**config.mk**
```make
export PLATFORM = sky130hd
export DESIGN_NAME = fft_stage_sequencer
export DESIGN_NICKNAME = d
export VERILOG_FILES = /design/src/rtl/fft_stage_sequencer.sv
export SDC_FILE = /design/constraint.sdc
export NUM_CORES = 1
export LEC_CHECK = 0
export BUFFER_PORTS_ARGS = -buffer_cell sky130_fd_sc_hd__buf_2
export CORE_MARGIN = 3
export CORE_UTILIZATION = 56
export DETAILED_ROUTE_END_ITERATION = 16
export GPL_TIMING_DRIVEN = 0
export PLACE_DENSITY = 0.77
export SYNTH_ARGS = -nofsm -noshare
export SYNTH_HDL_FRONTEND = slang
export SYNTH_SLANG_ARGS = --single-unit
export TNS_END_PERCENT = 1
```
**constraint.sdc**
```tcl
create_clock -name clk -period 2.75 [get_ports clk]
set_clock_uncertainty 0.15 [all_clocks]
set_input_delay 0.55 -clock clk [delete_from_list [all_inputs] [get_ports clk]]
set_output_delay 0.55 -clock clk [all_outputs]
set_load 0.05 [all_outputs]
```
**src/rtl/fft_stage_sequencer.sv**
```systemverilog
// FFT stage sequencer: walks an N-point radix-2 transform through SIZE
// stages, launching the stage address generator once per stage, waiting
// for its completion, draining the butterfly pipeline and flipping the
// ping-pong bank between stages.
module fft_stage_sequencer #(
  parameter int N       = 16,
  parameter int SIZE    = 4,
  parameter int DRAIN   = 4,
  parameter int TIMEOUT = 32
) (
  input  logic            clk,
  input  logic            rst_n,
  input  logic            start,
  input  logic            abort,
  input  logic            stage_done,
  output logic            start_stage,
  output logic [SIZE-1:0] stage_idx,
  output logic            bank_sel,
  output logic            busy,
  output logic            fft_done,
  output logic            timeout_err
);

  localparam int TW = (TIMEOUT > 2) ? $clog2(TIMEOUT) : 1;
  localparam int DW = $clog2(DRAIN + 1);

  localparam logic [TW-1:0]   TMO_MAX  = TW'(TIMEOUT - 1);
  localparam logic [DW-1:0]   DRN_LOAD = DW'(DRAIN - 1);
  localparam logic [SIZE-1:0] LAST     = SIZE'(SIZE);

  // Length and stage count are redundant; only SIZE drives the logic.
  if (N != (1 << SIZE)) begin : g_len_mismatch
  end

  typedef enum logic [2:0] {
    S_IDLE, S_LAUNCH, S_RUN, S_DRAIN, S_DONE
  } st_e;

  st_e             state_q, state_d;
  logic [SIZE-1:0] stage_q, stage_d;
  logic            bank_q, bank_d;
  logic [TW-1:0]   tmo_q, tmo_d;
  logic [DW-1:0]   drn_q, drn_d;
  logic            ss_q, ss_d;
  logic            busy_q, busy_d;
  logic            done_q, done_d;
  logic            terr_q, terr_d;

  // Next state and next registered outputs; pulses default low so every
  // exit path (abort, timeout, completion) cleanly drops them.
  always_comb begin
    state_d = state_q;
    stage_d = stage_q;
    bank_d  = bank_q;
    tmo_d   = tmo_q;
    drn_d   = drn_q;
    ss_d    = 1'b0;
    done_d  = 1'b0;
    terr_d  = 1'b0;
    if (abort && (state_q != S_IDLE)) begin
      state_d = S_IDLE;
      stage_d = '0;
      tmo_d   = '0;
      drn_d   = '0;
    end else begin
      case (state_q)
        S_IDLE: begin
          stage_d = '0;
          if (start && !abort) begin
            state_d = S_LAUNCH;
            stage_d = SIZE'(1);
            bank_d  = 1'b0;
            ss_d    = 1'b1;
          end
        end
        S_LAUNCH: begin
          state_d = S_RUN;
          tmo_d   = '0;
        end
        S_RUN: begin
          // completion beats a coincident timeout
          if (stage_done) begin
            state_d = S_DRAIN;
            drn_d   = DRN_LOAD;
          end else if (tmo_q == TMO_MAX) begin
            state_d = S_IDLE;
            stage_d = '0;
            tmo_d   = '0;
            terr_d  = 1'b1;
          end else begin
            tmo_d = tmo_q + TW'(1);
          end
        end
        S_DRAIN: begin
          if (drn_q == '0) begin
            bank_d = ~bank_q;
            if (stage_q < LAST) begin
              state_d = S_LAUNCH;
              stage_d = stage_q + SIZE'(1);
              ss_d    = 1'b1;
            end else begin
              state_d = S_DONE;
              done_d  = 1'b1;
            end
          end else begin
            drn_d = drn_q - DW'(1);
          end
        end
        S_DONE: begin
          state_d = S_IDLE;
          stage_d = '0;
        end
        default: begin
          state_d = S_IDLE;
          stage_d = '0;
        end
      endcase
    end
    busy_d = (state_d != S_IDLE);
  end

  // State, counters and all outputs registered together.
  always_ff @(posedge clk or negedge rst_n) begin
    if (!rst_n) begin
      state_q <= S_IDLE;
      stage_q <= '0;
      bank_q  <= 1'b0;
      tmo_q   <= '0;
      drn_q   <= '0;
      ss_q    <= 1'b0;
      busy_q  <= 1'b0;
      done_q  <= 1'b0;
      terr_q  <= 1'b0;
    end else begin
      state_q <= state_d;
      stage_q <= stage_d;
      bank_q  <= bank_d;
      tmo_q   <= tmo_d;
      drn_q   <= drn_d;
      ss_q    <= ss_d;
      busy_q  <= busy_d;
      done_q  <= done_d;
      terr_q  <= terr_d;
    end
  end

  assign start_stage = ss_q;
  assign stage_idx   = stage_q;
  assign bank_sel    = bank_q;
  assign busy        = busy_q;
  assign fft_done    = done_q;
  assign timeout_err = terr_q;

endmodule
```
# Word-level counts from Yosys, hierarchy flattened
# Cells that the tools add are included.
[word_totals]
out_inout_bits = 9
input_bits = 5
regBits = 20
elab_cells = 80
[op_classes]
n_eq_ne = 13
n_reduce_logical = 14
bitwise_logic = 2
n_mux = 38
addsub = 3
n_lt_le_gt_ge = 1
[op_table]
columns = ["cell", "n"]
rows = [
  ["two-way mux 3 bit", 9],
  ["two-way mux 4 bit", 5],
  ["inequality test 3 bit (second input constant)", 6],
  ["case mux 4 bit (4 select lines)", 1],
  ["two-way mux 1 bit", 15],
  ["two-way mux 5 bit", 3],
  ["case mux 3 bit (4 select lines)", 1],
  ["nonzero test 3 bit", 4],
  ["case mux 5 bit (2 select lines)", 1],
  ["== test 3 x 2 -> 1 bit (second input constant)", 2],
  ["zero test 3 bit", 2],
  ["inequality test 2 bit (second input constant)", 3],
  ["case mux 3 bit (2 select lines)", 1],
  ["adder 5 x 1 -> 5 bit (second input constant)", 1],
  ["== test 5 bit (second input constant)", 1],
  ["AND reduction 5 bit", 1],
  ["adder 4 x 1 -> 4 bit (second input constant)", 1],
  ["less-than comparator 4 x 3 -> 1 bit (second input constant)", 1],
  ["case mux 1 bit (2 select lines)", 2],
  ["AND reduction 4 bit", 1],
  ["== test 3 x 1 -> 1 bit (second input constant)", 1],
  ["AND reduction 3 bit", 1],
  ["subtractor 3 x 1 -> 3 bit (second input constant)", 1],
  ["logical AND 1 bit", 2],
  ["other kinds (4)", 5],
]

# Depth between registers and ports, before layout
[logic_depth]
ltp_word = 6
mapped_depth = 7
depth_no_buf = 7

# Least setup slack after synthesis
# No wires, ideal clock.
[synth_timing]
kind = "input port to flip-flop"
from = "input port abort"
to = "register stage_q[0] (netlist: stage_idx[0])"
setup_time_ns = 0.128
path_slack_ns = 0.692
path_buffers = 2
required_ns = 2.472
arrival_ns = 1.780
stages = 6
path_cell_list = "buf_2 -> or2_0 -> buf_2 -> nor4_4 -> o21bai_1 -> mux2_1"
[synth_via]
elab_chain_cells = 5
word_cells_on_any_way = 12
classes_between = "eq/ne (5); mux (3); reduce/logical (4)"
[synth_lines]
columns = ["item", "line", "text"]
rows = [
  ["start, declared", "14", "input logic abort,"],
  ["zero test 1 bit", "69", "if (start && !abort) begin"],
  ["logical AND 1 bit", "69", ""],
  ["two-way mux 1 bit", "69", ""],
  ["case mux 4 bit (4 select lines)", "66", "case (state_q)"],
  ["two-way mux 4 bit", "60", "if (abort && (state_q != S_IDLE)) begin"],
  ["end signal, assigned", "136", "stage_q <= stage_d;"],
  ["end, declared", "40", "logic [SIZE-1:0] stage_q, stage_d;"],
]
# Several ways; a longest one is shown, not always the timed one.
# A chain may end at the register's enable or synchronous reset.

# Worst setup path in the final report
[layout_timing]
from = "register tmo_q[0]"
to = "register stage_q[0] (netlist: stage_idx[0])"
[layout_via]
elab_chain_cells = 3
[layout_lines]
columns = ["item", "line", "text"]
rows = [
  ["start, declared", "42", "logic [TW-1:0] tmo_q, tmo_d;"],
  ["start signal, assigned", "138", "tmo_q <= tmo_d;"],
  ["== test 5 bit", "85", "end else if (tmo_q == TMO_MAX) begin"],
  ["inequality test 3 bit (no line)", "n/a", ""],
  ["AND reduction 5 bit (no line)", "n/a", ""],
]
# No other way between the ends.

==> impl_metrics.csv <==
group,metric,value,unit
timing,setup_violations,0,
critical_path,crit_arrival,2.36,ns
clocking,root_buffer,"clkbuf_4",
logic_synthesis,synth.area.top_cells,"dfrtp_1 (44%), ha_1 (5.6%), nand2_1 (4.3%)",
clocking,cts_tree,"done",
timing,maxSlewHeadroom,0.6367,
clocking,cts.htree.levels,1,
critical_path,cp_slowest_cell,"dfrtp_1",
timing,period_minus_slack,2.315,ns
pwr,ir_worst_vdd,0.4285,mV
pwr,p_int,503.7,uW
final_layout,fillers,149,
critical_path,reg2reg_slack,0.43,ns
clocking,path_clk_slew,0.10,ns
clocking,cts.repair.resized,0,
timing,final_max_slew_viol_count,0,
logic_synthesis,syn_area,1125,sq um
logic_synthesis,synthCells,116,
timing,finalCritPeriodShare,0.8419,
critical_path,crit_buf_inv,0,
logic_synthesis,synth_edf_count,0,
timing,rsz0062_at_grt,"false",
critical_path,cpPeakStageDelay,0.42,ns
placement,dpl.hpwl,1.776,mm
clocking,clock_sinks,20,
pwr,power.density,676.4,nW/um^2
floorplanning,io_pins,14,
logic_synthesis,synth_async_sr_flop_share,1.000,
global_route,grt_pass1_wl,4.071,mm
clocking,cts_buffers,3,
logic_synthesis,yosys-top-cells-count,"dfrtp_1 (20), nand2_1 (13), nor2_1 (11)",
global_route,grt.total_usage,0.2155,
global_route,grt_max_degree,21,
final_layout,diodes,0,
final_layout,multiInputGateArea,579.3,sq um
timing,setup_tns,0,ns
pwr,p_comb_frac,0.395,
job,drv_cap,0,
critical_path,crit_family,"adder cells",
drt,drt_first_pass_iters,4,
drt,drc,0,
pwr,p_leak,0.0005845,uW
floorplanning,die_area,2582,sq um
floorplanning,dieHeight,50.82,microns
drt,wirelength,2.275,mm
logic_synthesis,yosysMostFrequentCell,"dfrtp_1",
final_layout,nets,143,
final_layout,syn2layout_area_growth,10.12,%
floorplanning,placementRows,15,
critical_path,cpMostUsedCell,"ha_1",
critical_path,cp_max_fo,5,
status,status,"finished clean",
global_route,grt_pass1_vias,883,
drt,wl_per_cell,14.58,microns
critical_path,crit_chain,"ha_1 -> and3_1 -> ha_1 -> nor3b_1 -> a311oi_1 -> o21bai_1 -> mux2_1",
hold_path,hp-class,"in -> async",
pwr,p_sw,334.1,uW
pwr,total_power,837.9,uW
timing,fmax,0.4319,GHz
floorplanning,core-area,1802,sq um
global_route,antenna_found_initial,0,
logic_synthesis,yosysUniqueCellTypes,40,
clocking,cts_hold_buf,0,
final_layout,layout-drive-gt1-share,0.2137,
timing,tightest_slew,0.5450,ns
logic_synthesis,synth_area_leader_cell,"dfrtp_1",
critical_path,start_kind,"flop",
placement,numPortBuffers,12,
logic_synthesis,synth_area_per_cell,9.697,sq um
drt,ant_nets,0,
final_layout,regArea,500.5,sq um
critical_path,worstSetupPathType,"reg -> reg",
logic_synthesis,yosysWarnings,0,
floorplanning,initial_core_util,0.6243,
clocking,postCtsSetupRepairBufs,0,
placement,gp_congestion,0.8359,
critical_path,worstPathRequired,2.80,ns
logic_synthesis,synth.top_cell.area_share,0.4449,
drt,via_per_inst,5.673,
drt,vias,885,
pwr,p_clk_frac,0.164,
floorplanning,dieWidth,50.82,microns
pwr,swShare,0.3988,
logic_synthesis,ys.flop_type,"dfrtp_1",
critical_path,crit_path_end_kind,"flop",
timing,hold_violations,0,
clocking,cts.path.max_buffers,2,
clocking,clock_latency,0.30,ns
logic_synthesis,seq_area_frac_synth,0.4449,
drt,drt_iter0_markers,16,
logic_synthesis,syn-num-nets,126,
pwr,seq_power_share,0.441,
logic_synthesis,ys_seq_elements,20,
global_route,grt-ovfl-total,0,
## stage by stage
stage          instance area [sq um]  utilization  std cells  hold slack, ns  setup slack (ns)
2_1_floorplan                   1125            -        116          0.1044            0.6920
3_3_place_gp                    1216       0.6750        153          0.3161            0.5517
3_5_place_dp                    1216       0.6750        153          0.3242            0.4839
4_1_cts                         1239       0.6875        156         0.03054            0.4729
5_1_grt                         1239       0.6875        156         0.03997            0.2474
6_report                        1239       0.6875        156         0.02274            0.4349
## area by class of cell
type | count | share of cell area
Buffer | 5 | 0.02424
Clock buffer | 3 | 0.01818
Inverter | 4 | 0.01212
Multi-Input combinational cell | 87 | 0.4677
Sequential cell | 20 | 0.4040
Tap cell | 25 | 0.02525
Timing Repair Buffer | 12 | 0.04848
## power by group through the flow
| stage | clock, uW | combinational (uW) | sequential (uW) |
|---|---|---|---|
| after floorplan | 0 | 204 | 421 |
| after global placement | 0 | 313 | 373 |
| after detailed placement | 0 | 328 | 375 |
| after CTS | 141 | 329 | 370 |
| after global routing | 155 | 361 | 378 |
| final | 138 | 331 | 370 |
## registers in the layout, summed over array words and instances, names as in the netlist
| name | flops |
|---|---|
| tmo_q | 5 |
| fft_done | 1 |
| timeout_err | 1 |
| start_stage | 1 |
| drn_q | 3 |
| bank_sel | 1 |
| stage_idx | 4 |
| state_q | 3 |
| busy | 1 |
## path summary, 6_finish.rpt
kind / from / endpoint / cells past startpoint
max: tmo_q[0] / stage_idx[0] / 7
min: rst_n / tmo_q[3] / 1
max reg2reg: tmo_q[0] / stage_idx[0] / 7
min reg2reg: drn_q[0] / drn_q[0] / 1
max in group asynchronous: rst_n / tmo_q[4] / 1
min in group clk: drn_q[0] / drn_q[0] / 1
## per-layer routing
metal,wire length [microns],track usage,vias to the layer above,part of all wire
met5,0,0,-,0
met4,46,0.1076,0,0.020
met2,1100,0.3457,16,0.48
met3,66,0.03499,5,0.029
met1,1062,0.2822,423,0.47
li1,-,-,441,-
## layout by cell type (no fill, tap or decap), drive strengths merged, types with 3 or more instances in the layout
cell,synthesis,routed
ha,5,5
buf,4,16
nor3,3,3
nor3b,4,4
nand3,3,3
or2,3,3
nand2b,4,4
a21oi,5,5
o21ai,7,7
dfrtp,20,20
nor4,3,3
clkbuf,1,4
inv,4,4
nor2,11,11
nand2,13,13
## cells by family (layout without fill, tap and decap cells)
group / Yosys count / count (layout) / share of synthesized area
and+or+nand+nor: 55 / 55 / 0.2792
AOI/OAI and AO/OA: 24 / 24 / 0.1524
DFF: 20 / 20 / 0.4449
buffers and inverters: 9 / 24 / 0.04003
adders and majority gates: 5 / 5 / 0.05562
muxes: 3 / 3 / 0.02781
No activity file was read; power rests on OpenSTA's default activity.
